===== config.mk =====
export PLATFORM = sky130hd
export DESIGN_NAME = seq_ram
export DESIGN_NICKNAME = d
export VERILOG_FILES = /design/src/rtl/simon_pkg.sv /design/src/rtl/seq_ram.sv
export SDC_FILE = /design/constraint.sdc
export NUM_CORES = 1
export LEC_CHECK = 0
export ABC_AREA = 1
export CORE_MARGIN = 5
export CORE_UTILIZATION = 51
export CTS_CLUSTER_DIAMETER = 60
export DETAILED_ROUTE_END_ITERATION = 8
export GPL_TIMING_DRIVEN = 0
export PLACE_DENSITY_LB_ADDON = 0.1
export SLEW_MARGIN = 20
export SYNTH_ARGS = -nofsm -noshare
export SYNTH_HDL_FRONTEND = slang
export SYNTH_SLANG_ARGS = --single-unit

===== constraint.sdc =====
create_clock -name clk -period 1.31 [get_ports clk]
set_clock_uncertainty 0.1 [all_clocks]
set_input_delay 0.1965 -clock clk [delete_from_list [all_inputs] [get_ports clk]]
set_output_delay 0.1965 -clock clk [all_outputs]
set_load 0.01 [all_outputs]

===== src/rtl/simon_pkg.sv =====
// Shared types for the Simon game: colour codes, sequence depth and checker states.
package simon_pkg;

   localparam int SEQ_DEPTH = 32;

   typedef enum logic [1:0] {
      RED    = 2'd0,
      GREEN  = 2'd1,
      BLUE   = 2'd2,
      YELLOW = 2'd3
   } colour_t;

   typedef enum logic [1:0] {
      ST_IDLE   = 2'd0,
      ST_PLAYER = 2'd1,
      ST_DONE   = 2'd2
   } chk_state_t;

endpackage


===== src/rtl/seq_ram.sv =====
// Colour sequence store: one write port, two combinational read ports (compare, playback).
module seq_ram
   import simon_pkg::*;
#(
   parameter int DEPTH    = SEQ_DEPTH,
   parameter int COLOUR_W = 2
) (
   input  logic                       clk,
   input  logic                       we,
   input  logic [$clog2(DEPTH)-1:0]   waddr,
   input  logic [COLOUR_W-1:0]        wdata,
   input  logic [$clog2(DEPTH)-1:0]   raddr_a,
   output logic [COLOUR_W-1:0]        rdata_a,
   input  logic [$clog2(DEPTH)-1:0]   raddr_b,
   output logic [COLOUR_W-1:0]        rdata_b
);

   logic [COLOUR_W-1:0] r_mem [DEPTH];

   // Contents are deliberately not reset; a new game simply overwrites them.
   always_ff @(posedge clk) begin
      if (we) r_mem[waddr] <= wdata;
   end

   assign rdata_a = r_mem[raddr_a];
   assign rdata_b = r_mem[raddr_b];

endmodule


* After elaboration in Yosys (flattened, before gate mapping)
Memories as Yosys holds them, arrays and structs flattened.
Cells that the tools add are included.
Widths: inputs -> output; s select.
** Operators by class
- Muxes and demuxes :: 2
** Operators by type and width (count)
- $mux 1 :: 2
** Storage, ports and cells
- Bits in registers :: 0
- RAM bits :: 64
- Input port bits :: 19
- Output and inout port bits :: 4
- Word-level logic and storage cells :: 3
- Memories kept :: 1
** Memories
- r_mem :: words 32, bits a word 2, rd ports 2, clocked after memory_dff 0, write ports 1, RTL line seq_ram.sv:18 : logic [COLOUR_W-1:0] r_mem [DEPTH];

* Depth between registers and ports, before layout
Gate-level depths: netlist (run 1).
- Depth in word-level cells :: 2
- Gate-level depth with buffers :: 11
- Gate-level depth less buffers :: 9

* Worst setup path before layout (run 1)
No wires, ideal clock.
- Path kind :: input-to-output
- Start :: input port raddr_a[0]
- End :: output port rdata_a[1]
- Arrival time :: 0.932 ns
- Data required time :: 1.013 ns
- Slack :: 0.081 ns
- Cell stages on the path :: 11
- Path buffers :: 2
- Path through :: buf_6 inv_6 buf_6 nand2_1 nand3_1 nand3_1 nand2_1 nand2_1 nand2_1 nand2_1 nand2_1
** On the way
- Cells in the longest elaborated chain, start to end :: 1
** RTL lines
- start: declaration :: RTL line seq_ram.sv:12 : input logic [$clog2(DEPTH)-1:0] raddr_a,
- $mem_v2 32x2
- end: declaration :: RTL line seq_ram.sv:13 : output logic [COLOUR_W-1:0] rdata_a,
Every way passes these cells.

==> results.sh, run 1 <==
export IMPL_yosys_mux_area_fraction_pct=0
export IMPL_switchingPower_uw=1200
export IMPL_post_drt_wl_per_cell_um=19.4
export IMPL_track_usage_pct=24.4
export IMPL_grt_max_degree=33
export IMPL_die_height_um=93.3
export IMPL_grt_pass1_wl_um=15500
export IMPL_syn_nets=440
export IMPL_hp_class="primary input to flip-flop"
export IMPL_grt_overflow_total=0
export IMPL_path_cells="nand2_2 > nand3_2 > nand3_2 > nand2_1 > nand2_1 > nand2_1 > nand2_1 > nand2_1 > buf_2"
export IMPL_nNetsFinal=467
export IMPL_power_leakage_uw=0.00170
export IMPL_status="finished, violations left"
export IMPL_wl_um=10300
export IMPL_pwr_share_comb_pct=15.3
export IMPL_drcViolationCount=0
export IMPL_dpl_hpwl_um=6890
export IMPL_required_ns=1.01
export IMPL_ys_ff_latch=64
export IMPL_ys_warnings_count=0
export IMPL_synthArstFlopShare_pct=0
export IMPL_place_ws_ns=-0.658
export IMPL_stdcell_count=533
export IMPL_rsz0062_at_grt="true"
export IMPL_cp_start_kind="flip-flop"
export IMPL_fp_coreArea_mm2=0.00676
export IMPL_start_util_pct=52.3
export IMPL_antenna_left=0
export IMPL_routed_via_density=5.93
export IMPL_peakVddDrop_v=0.000614
export IMPL_ios=23
export IMPL_yosysMostFrequentCell="nand2_1"
export IMPL_synthSimpleGateAreaFrac_pct=37.8
export IMPL_setup_ws_ns=-0.432
export IMPL_root_buffer="clkbuf_8"
export IMPL_cp_buffers_inverters=1
export IMPL_num_rows=30
export IMPL_max_freq_mhz=574
export IMPL_drv_slew=0
export IMPL_synth_area_mm2=0.00353
export IMPL_fin_crit_ns=1.74
export IMPL_hold_viol=0
export IMPL_tritoncts="yes"
export IMPL_synth_area_leader_cell="edfxtp_1"
export IMPL_path_max_fanout=2
export IMPL_power_internal_uw=3180
export IMPL_place_port_buffers=16
export IMPL_hold_ws_ns=0.302
export IMPL_top_register="r_mem"
export IMPL_netlist_instances=421
export IMPL_synth_top_family_by_area="simple AND/OR/NAND/NOR gates"
export IMPL_synthAdderAreaFrac_pct=0
export IMPL_crit_slowest_cell="edfxtp_1"
export IMPL_cts_buffers_inserted=9
export IMPL_failed_checks="negative setup slack"
export IMPL_ctsHoldBuffers=0
export IMPL_cts_max_path_buffers=2
export IMPL_largest_reg_flops=64
export IMPL_synth_common_cells="180 x nand2_1, 108 x nand3_1, 64 x edfxtp_1"
export IMPL_antenna_found_initial=0
export IMPL_synth_compound_area_share_pct=0
export IMPL_power_frac_clock_pct=32.4
export IMPL_p_per_area_mw_per_mm2=1050
export IMPL_drt_initial_drc_count=402
export IMPL_die_w_um=93.3
export IMPL_fill_cells=603
export IMPL_power_frac_seq_pct=52.3
export IMPL_synthXorXnorAreaFrac_pct=0
export IMPL_fp_dieArea_mm2=0.00870
export IMPL_clk_pin_slew_ns=0.07
export IMPL_via_count=3159
export IMPL_synth_ff_type="edfxtp_1"
export IMPL_synth_edff_count=64
export IMPL_syn_to_final_growth_pct=18.2
export IMPL_synthTopCellsByArea="edfxtp_1 54%, nand2_1 19%, nand3_1 15%"
export IMPL_syn_area_per_cell_um2=8.40
export IMPL_yosys_area_top_type_share_pct=54.4
export IMPL_layout_drive_gt1_share_pct=23.4
export IMPL_worst_pin_slew_ns=0.604
export IMPL_drt_pass1_iterations=5
export IMPL_seq_area_frac_synth_pct=54.4
export IMPL_crit_top_cell="nand2_1"
export IMPL_dp_cells=517
export IMPL_htreeDepth=3
export IMPL_first_global_vias=2868
export IMPL_reg_top3="r_mem: 64 flops"
export IMPL_critPathKind="flip-flop to output pin"
export IMPL_cts_num_sinks=64
export IMPL_switching_share_pct=27.4
export IMPL_setup_viol=4
export IMPL_path_delay_family="simple AND/OR/NAND/NOR gates"
export IMPL_relSlewSlack_pct=59.8
export IMPL_synth_distinct_cells=11
export IMPL_critPathMaxStageDelay_ns=0.42
export IMPL_cap_violations=0
export IMPL_end_kind="output pin"
export IMPL_antenna_cells=0
export IMPL_crit_arrival_ns=1.45
export IMPL_gp_congestion=0.914
export IMPL_period_share_pct=133
cell families (layout without fill, tap and decap cells):
group	Yosys count	count (layout)
simple gates	320	320
flops	64	64
buf+inv	37	69
path summary, 6_finish.rpt:
check | endpoint | cells after the start | from
worst max-delay path | rdata_b[1] | 9 | r_mem[21][1]
worst min-delay path | r_mem[10][1] | 1 | wdata[1]
placed cells by master (no fill, tap or decap), types with 9 or more instances in the layout:
cell,n
nand3_1,79
edfxtp_1,64
nor2_2,19
nand2_2,9
nand2_1,171
buf_2,10
nand3_2,25
nor2_1,13
clkbuf_8,9
buf_6,14
per-layer routing:
layer,vias to the layer above,wire [µm],global-route usage [%]
met5,-,0,0
met4,0,301,10.1
met3,30,1010,5.47
met2,177,4730,37.4
met1,1486,4270,33.5
li1,1466,-,-
power by group through the flow:
stage / Clock [µW] / Combinational (µW) / Sequential (µW)
3_3_place_gp: 0 / 604 / 2340
5_1_grt: 1520 / 720 / 2290
2_1_floorplan: 0 / 367 / 2330
4_1_cts: 1430 / 632 / 2290
3_5_place_dp: 0 / 612 / 2340
6_report: 1420 / 669 / 2290
repair_timing:
| action | 4_1_cts | 5_1_grt |
|---|---|---|
| setup buffers | 0 | 0 |
| gates resized for setup | 61 | 31 |
| pin swaps | 25 | 50 |
| setup endpoints to repair | 132 | 68 |
| gates cloned | 0 | 0 |
stage by stage:
step | power, µW | setup TNS (ns) | cell area, µm² | util, %
global placement | 2940 | -73.37 | 3790 | 56.2
detailed placement | 2950 | -78.80 | 3790 | 56.2
CTS | 4360 | -2.03 | 4080 | 60.3
global route | 4530 | -2.09 | 4180 | 61.8
finish | 4370 | -1.72 | 4180 | 61.8
floorplan | 2700 | 0 | 3530 | -
cell type report:
| class | count | area [µm²] | area share [%] |
|---|---|---|---|
| plain buffers | 22 | 208 | 4.97 |
| clock buffers | 12 | 135 | 3.23 |
| clock inverters | 4 | 21.3 | 0.509 |
| inverters | 15 | 68.8 | 1.65 |
| multi-input cells | 320 | 1580 | 37.9 |
| flip-flops and latches | 64 | 1920 | 46.0 |
| well taps | 80 | 100 | 2.40 |
| repair buffers | 16 | 141 | 3.38 |
Note: power is estimated with default switching activity, not from simulation.
==> run 2, diff against run 1 <==
--- a/config.mk
+++ b/config.mk
@@ -10,7 +10,7 @@
 export CORE_UTILIZATION = 51
 export CTS_CLUSTER_DIAMETER = 60
 export DETAILED_ROUTE_END_ITERATION = 8
-export GPL_TIMING_DRIVEN = 0
+export GPL_TIMING_DRIVEN = 1
 export PLACE_DENSITY_LB_ADDON = 0.1
 export SLEW_MARGIN = 20
 export SYNTH_ARGS = -nofsm -noshare
==> run 2 against run 1 <==
Compared with the run above:
- the run still ends with negative setup slack left
- largest cell class unchanged
- cell count grew 1.7%
- critical path type unchanged
- routed wire length shrank 6.5%
- largest power group unchanged
- design area is essentially flat
==> results.sh, run 2 (synthesis gave the netlist of run 1 again) <==
export IMPL_status="finished, violations left"
export IMPL_failed_checks="negative setup slack"
export IMPL_critPathKind="flip-flop to output pin"
export IMPL_hold_viol=0
export IMPL_start_util_pct=52.3
export IMPL_cap_violations=0
export IMPL_final_cell_mix="179 x nand2_1, 86 x nand3_1, 64 x edfxtp_1"
export IMPL_grt_max_degree=25
export IMPL_switchingPower_uw=1080
export IMPL_grt_pass1_wl_um=15100
export IMPL_fp_coreArea_mm2=0.00676
export IMPL_final_area_mm2=0.00418
export IMPL_clk_pin_slew_ns=0.06
export IMPL_holdPathStages=3
export IMPL_dp_cells=525
export IMPL_holdPathEnd="r_mem[18][1]"
export IMPL_root_buffer="clkbuf_8"
export IMPL_drv_slew=0
export IMPL_routed_via_density=5.67
export IMPL_track_usage_pct=23.1
export IMPL_tritoncts="yes"
export IMPL_drcViolationCount=0
export IMPL_power_leakage_uw=0.00173
export IMPL_cts_buffers_inserted=9
export IMPL_syn_to_final_growth_pct=18.2
export IMPL_nNetsFinal=479
export IMPL_end_kind="output pin"
export IMPL_first_global_vias=2933
export IMPL_power_frac_seq_pct=54.3
export IMPL_ctsHoldBuffers=0
export IMPL_p_total_uw=4220
export IMPL_cts_num_sinks=64
export IMPL_dpl_hpwl_um=6680
export IMPL_rsz0062_at_grt="true"
export IMPL_setup_viol=4
export IMPL_antenna_found_initial=0
export IMPL_drt_initial_drc_count=274
export IMPL_worst_pin_slew_ns=0.294
export IMPL_p_per_area_mw_per_mm2=1010
export IMPL_num_rows=30
export IMPL_placed_area_mm2=0.00383
export IMPL_layout_commonest_cell="nand2_1"
export IMPL_max_freq_mhz=586
export IMPL_relSlewSlack_pct=80.4
export IMPL_antenna_left=0
export IMPL_required_ns=1.01
export IMPL_place_port_buffers=22
export IMPL_post_drt_wl_per_cell_um=17.8
export IMPL_gp_congestion=0.934
export IMPL_top_register="r_mem"
export IMPL_cts_max_path_buffers=2
export IMPL_grt_overflow_total=0
export IMPL_antenna_cells=0
export IMPL_setup_ws_ns=-0.398
export IMPL_power_internal_uw=3140
export IMPL_layout_drive_gt1_share_pct=17.7
export IMPL_switching_share_pct=25.5
export IMPL_peakVddDrop_v=0.000612
export IMPL_largest_reg_flops=64
export IMPL_worstHoldStart="waddr[4]"
export IMPL_stdcell_count=542
export IMPL_htreeDepth=3
export IMPL_drt_pass1_iterations=7
export IMPL_ios=23
export IMPL_power_frac_clock_pct=30.3
export IMPL_path_max_fanout=2
export IMPL_crit_arrival_ns=1.41
export IMPL_fp_dieArea_mm2=0.00870
export IMPL_via_count=3074
export IMPL_wl_um=9640
export IMPL_period_share_pct=130
export IMPL_cp_start_kind="flip-flop"
export IMPL_die_w_um=93.3
export IMPL_reg_top3="r_mem: 64 flops"
export IMPL_pwr_share_comb_pct=15.4
export IMPL_die_height_um=93.3
export IMPL_fin_crit_ns=1.71
export IMPL_hp_class="primary input to flip-flop"
-- run 2: power by group through the flow --
stage          Combinational, µW  Sequential [µW]  Clock [µW]
6_report                     648             2290        1280
3_3_place_gp                 585             2330           0
3_5_place_dp                 591             2330           0
4_1_cts                      625             2290        1300
5_1_grt                      711             2290        1390
2_1_floorplan                367             2330           0
-- run 2: metal layers --
| layer | GRT usage (%) | vias to the layer above | routed length (µm) |
|---|---|---|---|
| met3 | 6.36 | 15 | 870 |
| met5 | 0 | - | 0 |
| met1 | 29.0 | 1416 | 3930 |
| met2 | 38.2 | 154 | 4710 |
| li1 | - | 1489 | - |
| met4 | 8.06 | 0 | 131 |
-- run 2: final cells by class --
cell class,instances,area (µm²)
Fill cell,599,2580
Tap cell,80,100
Inverter,15,90.1
Multi-Input combinational cell,320,1470
Timing Repair inverter,2,22.5
Sequential cell,64,1920
Clock buffer,9,124
Timing Repair Buffer,48,432
Clock inverter,4,15.0
-- run 2: worst max-delay path, stage by stage, from the launching register on --
cell and delay, ns:
edfxtp_1 0.40, nand2_1 0.09, nand3_1 0.08, nand3_1 0.11
nand2_1 0.06, nand2_1 0.05, nand2_1 0.04, nand2_1 0.05
nand2_1 0.07, buf_2 0.14
-- run 2: through the flow --
| step | setup slack [ns] | util (%) | TNS [ns] | hold WS [ns] |
|---|---|---|---|---|
| 2_1_floorplan | 0.0810 | - | 0 | 0.195 |
| 3_3_place_gp | -1.09 | 56.6 | -23.36 | 0.910 |
| 3_5_place_dp | -1.10 | 56.6 | -25.42 | 0.915 |
| 4_1_cts | -0.414 | 60.6 | -1.66 | 0.563 |
| 5_1_grt | -0.529 | 61.8 | -2.08 | 0.346 |
| 6_report | -0.398 | 61.8 | -1.58 | 0.345 |
-- run 2: worst max path at each step --
| stage | from | end | slack, ns | depth (start not counted) |
|---|---|---|---|---|
| after floorplan | raddr_a[0] | rdata_a[1] | 0.08 | 11 |
| after global placement | raddr_a[0] | rdata_a[1] | -1.09 | 12 |
| after detailed placement | raddr_a[0] | rdata_a[1] | -1.10 | 12 |
| after CTS | r_mem[10][0] | rdata_b[0] | -0.41 | 9 |
| after global routing | r_mem[8][1] | rdata_b[1] | -0.53 | 9 |
| final | r_mem[1][1] | rdata_b[1] | -0.40 | 9 |
-- run 2: repair_timing --
action | in CTS | in global routing
hold endpoints to repair | 0 | 0
pin swaps | 42 | 12
gates resized for setup | 57 | 24
cloned | 2 | 0
setup endpoints to repair | 28 | 60
buffers inserted | 2 | 0
==> run 3, diff against run 2 <==
--- a/config.mk
+++ b/config.mk
@@ -12,6 +12,7 @@
 export DETAILED_ROUTE_END_ITERATION = 8
 export GPL_TIMING_DRIVEN = 1
 export PLACE_DENSITY_LB_ADDON = 0.1
+export SETUP_SLACK_MARGIN = 0.15
 export SLEW_MARGIN = 20
 export SYNTH_ARGS = -nofsm -noshare
 export SYNTH_HDL_FRONTEND = slang
==> run 3 against run 2 <==
Compared with the run above:
- the flow still finishes with violations (negative setup slack)
- core utilization up 4.5 points
- non-clock buffer count up 4
- global-route usage up 1.8 points
- hold slack worse by 0.035 ns
- critical path depth unchanged
- via count up 4.3%
- die area unchanged
- cell count up 0.92%
- first-iteration DRC count up 18%
- sequential power about the same
- sequential share of layout area down 3.1 points
- critical endpoint is now rdata_b[0]
- largest cell class unchanged
- largest power group unchanged
==> results.sh, run 3 (synthesis gave the netlist of run 1 again) <==
export IMPL_critical_path_endpoint="rdata_b[0]"
export IMPL_drt_initial_drc_count=323
export IMPL_fin_util_pct=66.3
export IMPL_post_drt_wl_per_cell_um=18.3
export IMPL_rsz0062_at_grt="true"
export IMPL_grt_pass1_wl_um=15900
export IMPL_peakVddDrop_v=0.000762
export IMPL_top_register="r_mem"
export IMPL_status="finished, violations left"
export IMPL_drt_pass1_iterations=5
export IMPL_startpoint="r_mem[28][0]"
export IMPL_fill_cells=576
export IMPL_crit_arrival_ns=1.52
export IMPL_setup_ws_ns=-0.502
export IMPL_grt_max_degree=33
export IMPL_syn_to_final_growth_pct=26.7
export IMPL_fp_dieArea_mm2=0.00870
export IMPL_hold_viol=0
export IMPL_power_leakage_uw=0.00177
export IMPL_routed_via_density=5.86
export IMPL_final_cell_mix="170 x nand2_1, 81 x nand3_1, 64 x edfxtp_1"
export IMPL_period_share_pct=138
export IMPL_end_kind="output pin"
export IMPL_required_ns=1.01
export IMPL_max_freq_mhz=552
export IMPL_antenna_cells=0
export IMPL_worstHoldStart="waddr[3]"
export IMPL_cap_violations=0
export IMPL_cp_start_kind="flip-flop"
export IMPL_via_count=3206
export IMPL_final_area_mm2=0.00448
export IMPL_dpl_hpwl_um=6860
export IMPL_fin_tns_setup_ns=-1.85
export IMPL_htreeDepth=3
export IMPL_cts_buffers_inserted=9
export IMPL_setup_viol=4
export IMPL_die_w_um=93.3
export IMPL_hold_ws_ns=0.309
export IMPL_start_util_pct=52.3
export IMPL_hp_class="primary input to flip-flop"
export IMPL_grt_overflow_total=0
export IMPL_layout_drive_gt1_share_pct=27.0
export IMPL_worst_pin_slew_ns=0.295
export IMPL_root_buffer="clkbuf_8"
export IMPL_place_port_buffers=22
export IMPL_drcViolationCount=0
export IMPL_cts_num_sinks=64
export IMPL_antenna_found_initial=0
export IMPL_gp_congestion=0.949
export IMPL_cts_max_path_buffers=2
export IMPL_ios=23
export IMPL_die_height_um=93.3
export IMPL_largest_reg_flops=64
export IMPL_wl_um=10000
export IMPL_reg_top3="r_mem: 64 flops"
export IMPL_num_rows=30
export IMPL_critPathKind="flip-flop to output pin"
export IMPL_antenna_left=0
export IMPL_holdPathStages=3
export IMPL_nNetsFinal=481
export IMPL_tritoncts="yes"
export IMPL_p_total_uw=4670
export IMPL_fp_coreArea_mm2=0.00676
export IMPL_first_global_vias=3100
export IMPL_ctsHoldBuffers=0
export IMPL_relSlewSlack_pct=80.3
export IMPL_drv_slew=0
export IMPL_failed_checks="negative setup slack"
export IMPL_p_per_area_mw_per_mm2=1040
export IMPL_track_usage_pct=24.9
export IMPL_placed_area_mm2=0.00389
export IMPL_fin_crit_ns=1.81
export IMPL_layout_commonest_cell="nand2_1"
export IMPL_clk_pin_slew_ns=0.07
export IMPL_path_max_fanout=2
run 3: cell types whose count changed in the layout (fill, tap and decap cells not counted), moves of 4 or more:
| cell | previous run | this run |
|---|---|---|
| nor2_4 | 0 | 7 |
| dlygate4sd2_1 | 4 | 10 |
| buf_2 | 4 | 0 |
| nand3_1 | 86 | 81 |
| nand3_4 | 0 | 6 |
| nand2_1 | 179 | 170 |
| nor2_1 | 23 | 0 |
| nor2_2 | 9 | 25 |
| buf_6 | 7 | 14 |
| nand2_2 | 1 | 10 |
run 3: worst max-delay path, stage by stage, from the launching register on:
cell and delay, ns:
edfxtp_1 0.46, nand2_1 0.14, nand3_2 0.08, nand3_2 0.07, nand2_1 0.05, nand2_1 0.06
nand2_1 0.07, nand2_1 0.07, nand2_2 0.05, buf_6 0.11
run 3: layout make-up:
type	count	area [µm²]	area share [%]
Clock buffer	10	128	2.85
Clock inverter	6	60.1	1.34
Inverter	15	92.6	2.07
Multi-Input combinational cell	320	1660	37.0
Sequential cell	64	1920	42.9
Tap cell	80	100	2.23
Timing Repair Buffer	52	520	11.6
run 3: how the worst min path moves through the flow:
| stage | slack, ns | end |
|---|---|---|
| 2_1_floorplan | 0.20 | r_mem[0][0] |
| 3_3_place_gp | 0.91 | r_mem[29][1] |
| 3_5_place_dp | 0.91 | r_mem[28][1] |
| 4_1_cts | 0.40 | r_mem[13][1] |
| 5_1_grt | 0.33 | r_mem[29][0] |
| 6_report | 0.31 | r_mem[29][0] |
run 3: routing by layer:
layer / share of wire (%) / routed length (µm) / GRT usage, % / vias to the layer above
met2: 50 / 5010 / 40.9 / 174
li1: - / - / - / 1492
met5: 0 / 0 / 0 / -
met4: 2.9 / 294 / 13.8 / 0
met3: 8.3 / 834 / 4.34 / 28
met1: 39 / 3890 / 30.9 / 1512
run 3: power by group:
group,internal [µW],switching (µW)
sequential,2280,13.6
clock,864,777
combinational,284,455
total,3420,1250
run 3: timing repair:
action | 4_1_cts | 5_1_grt
gates resized for setup | 111 | 23
cloned | 1 | 0
setup buffers | 1 | 0
pin swaps | 40 | 22
setup endpoints to repair | 68 | 22
run 3: through the flow:
step | instances | setup WS, ns
after floorplan | 421 | 0.0893
after global placement | 529 | -1.13
after detailed placement | 529 | -1.14
after CTS | 547 | -0.471
after global routing | 547 | -0.626
final | 547 | -0.502
==> RTL change 1 (flow settings as in run 2) <==
The parameter `COLOUR_W` goes from 2 to 4.
--- a/src/rtl/seq_ram.sv
+++ b/src/rtl/seq_ram.sv
@@ -5,3 +5,3 @@
    parameter int DEPTH    = SEQ_DEPTH,
-   parameter int COLOUR_W = 2
+   parameter int COLOUR_W = 4
 ) (
Ports: changed (resized rdata_a, rdata_b and wdata); port bits go from 23 to 29. The function was not compared with the original's and may differ.
==> RTL change 1 against run 2 <==
- the flow finishes with violations (design-rule violations, negative setup slack)
- sequential share of layout area decreased by 1.1 points
- area after synthesis increased by 91%
- sequential cell count increased by 64
- via count increased by 100%
- worst setup slack got worse by 190 ps
- routed wire length increased by 120%
- power increased to 2.5 times the old value
- cell area increased by 100%
- count of clock-buffer cells in the layout increased by 10
- highest routed layer unchanged
==> RTL change 1: results (changes against run 2) <==
- Status: finished with violations (unchanged)
- Failing checks: design-rule violations, negative setup slack (was negative setup slack)
- # fillers: 1072 (was 599)
- Largest net degree at the start of global routing: 51 (was 25)
- Drt via density: 5.92 (was 5.67)
- Syn_nets: 808 (was 440)
- Post-synth EDFFs: 128 (was 64)
- Leak pwr: 3.52 nW (was 1.73 nW)
- Clock transition at path regs: 60 ps (about the same)
- Final nets: 873 (was 479)
- GP Congestion: 0.913 (was 0.934)
- Drt initial violations: 1235 (was 274)
- Drt pass-1 iters: 9 (was 7)
- Synth Instances: 787 (was 421)
- CP arrival: 1600 ps (was 1410 ps)
- IO buf count: 28 (was 22)
- Routed length per instance: 20.5 µm (was 17.8 µm)
- Worst-path fanout max: 2 (unchanged)
- Final setup fails: 12 (was 4)
- Seq/Total Area, Yosys: 0.568 (was 0.544)
- VDD IR max: 0.000917 V (was 0.000612 V)
- Met2 Track Usage GR: 0.421 (was 0.382)
- Top_reg_cell synth: edfxtp_1 (unchanged)
- Post-synth ARST share: 0 (unchanged)
- Diodes inserted: 0 (unchanged)
- Maximum clock path buffer count: 2 (unchanged)
- CTS H-tree depth: 4 (was 3)
- Initial antenna violation count: 0 (unchanged)
- Tightest Hold Check Type: primary input to register (unchanged)
- Placement Setup Slack: -1240 ps (was -1100 ps)
- Share of layout cells above drive strength 1: 0.243 (was 0.177)
- Clock root buffer: clkbuf_16 (was clkbuf_8)
- # DRC: 2 (was 0)
- Post-DP HPWL: 14000 µm (was 6680 µm)
- Vias: 6161 (was 3074)
- Cell variety after synth: 11 (unchanged)
- CTS buffer count: 17 (was 9)
- Syn. warnings: 0 (unchanged)
- Biggest regs: r_mem: 128 flops (was r_mem: 64 flops)
- Global-route wire length before repair: 33100 µm (was 15100 µm)
- Met3 Use GR: 0.0857 (was 0.0636)
- Vias in the first global route: 5970 (was 2933)
- Least-Margin Pin Slew: 384 ps (was 294 ps)
- Cells after DPL: 1009 (was 525)
- Most frequent cells after synthesis: 360 x nand2_1, 204 x nand3_1, 128 x edfxtp_1 (was 180 x nand2_1, 108 x nand3_1, 64 x edfxtp_1)
- Met1 usage: 0.374 (was 0.290)
- Fin worst setup slack: -584 ps (was -398 ps)
- Total GRT Usage: 0.274 (was 0.231)
- Synth area leaders: edfxtp_1 57%, nand2_1 20%, nand3_1 15% (was edfxtp_1 54%, nand2_1 19%, nand3_1 15%)
RTL change 1: cell types whose count changed in the layout (fill, tap and decap cells not counted), moves of 9 or more:
cell / before / now
clkbuf_8: 9 / 0
nand2_1: 179 / 335
nand2_2: 1 / 25
buf_4: 18 / 48
clkbuf_16: 0 / 17
buf_12: 0 / 14
edfxtp_1: 64 / 128
nand3_1: 86 / 138
nand3_2: 22 / 65
RTL change 1: cell families after synthesis:
group,synth area share
buf+inv,0.0634
flops,0.568
simple gates,0.368
RTL change 1: critical path, cell delays in order, from the launching register on:
cell      delay (ps)
edfxtp_1         400
nand2_1          100
nand3_1           90
nand3_1          110
nand2_1           80
nand2_1           60
nand2_1           50
nand2_1           70
nand2_2           80
buf_6            130
RTL change 1: cell type report:
cell class	count	share of cell area
multi-input combinational	596	0.341
inverter	15	0.00688
timing repair buffer	94	0.110
clock buffer	19	0.0506
sequential	128	0.449
clock inverter	12	0.0168
tap	176	0.0257
RTL change 1: report_power, final:
part / total (mW) / switching [mW] / internal (mW)
Sequential: 4.59 / 0.0289 / 4.56
Clock: 4.71 / 1.76 / 2.95
Combinational: 1.32 / 0.844 / 0.473
Total: 10.6 / 2.63 / 7.99
RTL change 1: worst paths after layout:
check | start | endpoint | slack [ps] | depth (start not counted)
max | r_mem[29][0] | rdata_a[0] | -580 | 9
min | waddr[3] | r_mem[14][1] | 280 | 3
RTL change 1: repair_timing:
| action | 4_1_cts | 5_1_grt |
|---|---|---|
| gates resized for setup | 108 | 46 |
| endpoints found under the setup margin | 92 | 88 |
| pin swaps | 72 | 52 |
| buffers inserted | 0 | 0 |
RTL change 1: routing by layer:
metal | vias up | share of wire | wire length [µm]
li1 | 2782 | - | -
met1 | 2875 | 0.40 | 8570
met2 | 443 | 0.46 | 9900
met3 | 61 | 0.11 | 2300
met4 | 0 | 0.025 | 524
met5 | - | 0 | 0
RTL change 1: per-stage QoR:
stage	TNS, ps	utilization	cell area, µm²
final	-4530	0.651	8550
after global routing	-5280	0.651	8550
after CTS	-4350	0.637	8370
after detailed placement	-66300	0.575	7550
after global placement	-61350	0.575	7550
after floorplan	0	-	6770
==> RTL change 2 (flow settings as in run 2) <==
Made on the original files. Put a register stage on the outputs `rdata_a` and `rdata_b`, without a reset. The values now appear one clock later.
--- a/src/rtl/seq_ram.sv
+++ b/src/rtl/seq_ram.sv
@@ -24,4 +24,6 @@
 
-   assign rdata_a = r_mem[raddr_a];
-   assign rdata_b = r_mem[raddr_b];
+   always_ff @(posedge clk) begin
+      rdata_a <= r_mem[raddr_a];
+      rdata_b <= r_mem[raddr_b];
+   end
 
Check against the original RTL: not equivalent (Yosys sat finds a counterexample within 4 cycles, from zero or initial values).
==> RTL change 2 against run 2 <==
- power increased by 13%
- combinational power about the same
- sequential cell count increased by 4
- worst setup slack improved by 480 ps
- area after synthesis increased by 2.3%
- cell area increased by 3.7%
- via count increased by 0.36%
- worst hold slack got worse by 6.3 ps
- routed wire length decreased by 3.5%
- non-clock buffer count decreased by 1
- highest routed layer unchanged
- critical endpoint is now r_mem[20][1]
==> RTL change 2: results (changes against run 2) <==
- Status: finished, final reports clean (was finished with violations)
- Biggest regs: r_mem: 64 flops, rdata_a: 2 flops, rdata_b: 2 flops (was r_mem: 64 flops)
- GP Congestion: 0.880 (was 0.934)
- Tightest Hold Check Type: primary input to register (unchanged)
- Drt pass-1 iters: 5 (was 7)
- Global-route wire length before repair: 14800 µm (was 15100 µm)
- IO buf count: 22 (unchanged)
- Post-Route WL: 9310 µm (was 9640 µm)
- Slew headroom: 0.733 (was 0.804)
- Placement Setup Slack: -443 ps (was -1100 ps)
- CP arrival: 1170 ps (was 1410 ps)
- Syn. warnings: 0 (unchanged)
- Post-synth ARST share: 0 (unchanged)
- Worst Setup SP: waddr[0] (was r_mem[1][1])
- Post-synth EDFFs: 64 (unchanged)
- # fillers: 609 (was 599)
- Leak pwr: 1.79 nW (was 1.73 nW)
- # DRC: 0 (unchanged)
- Critical path's largest stage delay: 440 ps (was 400 ps)
- Hold Startpoint: waddr[2] (was waddr[4])
- Vias: 3085 (was 3074)
- Clock root buffer: clkbuf_8 (unchanged)
- Post-DP HPWL: 6320 µm (was 6680 µm)
- VDD IR max: 0.000849 V (was 0.000612 V)
- Cell variety after synth: 12 (was 11)
- Most frequent cells after synthesis: 180 x nand2_1, 108 x nand3_1, 64 x edfxtp_1 (unchanged)
- Worst flop-to-flop path startpoint: r_mem[6][1]
- Clock transition at path regs: 70 ps
- Area after DPL: 3990 µm² (was 3830 µm²)
- Latest clock arrival within the worst-skew pair: roughly 340 ps
- Delay-heaviest family, CP: buffers and inverters (was simple AND/OR/NAND/NOR gates)
- Worst-path fanout max: 6 (was 2)
- Vias in the first global route: 2873 (was 2933)
- Initial antenna violation count: 0 (unchanged)
- Top_reg_cell synth: edfxtp_1 (unchanged)
- Synth area leaders: edfxtp_1 53%, nand2_1 19%, nand3_1 15% (was edfxtp_1 54%, nand2_1 19%, nand3_1 15%)
- Total GRT Usage: 0.226 (was 0.231)
- Diodes inserted: 0 (unchanged)
- Final nets: 480 (was 479)
- Maximum clock path buffer count: 2 (unchanged)
- Drt initial violations: 339 (was 274)
- CTS buffer count: 9 (unchanged)
- Syn_nets: 444 (was 440)
- Largest net degree at the start of global routing: 33 (was 25)
- CTS H-tree depth: 3 (unchanged)
- Seq/Total Area, Yosys: 0.554 (was 0.544)
- Share of layout cells above drive strength 1: 0.165 (was 0.177)
- Crit-path slowest cell: clkdlybuf4s50_1 (was edfxtp_1)
RTL change 2: worst paths after layout:
| kind | cells past startpoint | endpoint | slack [ps] |
|---|---|---|---|
| setup / recovery | 5 | r_mem[20][1] | 80 |
| hold / removal | 3 | r_mem[22][0] | 340 |
| setup reg to reg | 8 | rdata_a[1] | 120 |
| hold reg to reg | 8 | rdata_b[1] | 690 |
RTL change 2: power breakdown:
| group | internal [mW] | switching [mW] |
|---|---|---|
| sequential | 2.41 | 0.0157 |
| combinational | 0.247 | 0.400 |
| clock | 0.919 | 0.777 |
RTL change 2: kinds of logic after synthesis:
logic type             after synthesis  share of synthesized area
buffers and inverters               37                     0.0765
flip-flops                          68                      0.554
AND/OR/NAND/NOR                    320                      0.370
RTL change 2: timing repair:
item                                   in CTS  in global routing
pin swaps                                   0                  1
setup endpoints to repair                  14                 60
gates resized for setup                    16                 43
gates cloned                                0                  0
endpoints found under the hold margin       0                  0
setup buffers                               0                  0
RTL change 2: cell type report:
cell class | count | area (µm²) | share of cell area
clock buffer | 11 | 141 | 0.0326
inverter | 15 | 88.8 | 0.0205
multi-input combinational | 320 | 1440 | 0.332
timing repair buffer | 47 | 492 | 0.114
sequential | 68 | 2000 | 0.462
clock inverter | 5 | 51.3 | 0.0118
tap | 96 | 120 | 0.0277
RTL change 2: tightest hold or removal path: stages:
cell and delay [ps]:
dlymetal6s2s_1 180, nand3_2 170, nor2_2 60
RTL change 2: stage by stage:
step                instances  setup TNS, ps  utilization  hold WS, ps
global placement          546         -20490        0.583          677
finish                    562              0        0.634          339
floorplan                 425              0            -          195
CTS                       562              0        0.616          357
global route              562              0        0.634          332
detailed placement        546         -21930        0.583          685
RTL change 2: layer usage:
metal / routed length (µm) / GRT usage / up-vias
met1: 3900 / 0.308 / 1400
met5: 0 / 0 / -
met3: 849 / 0.0529 / 19
met4: 220 / 0.0927 / 0
met2: 4340 / 0.345 / 167
li1: - / - / 1499
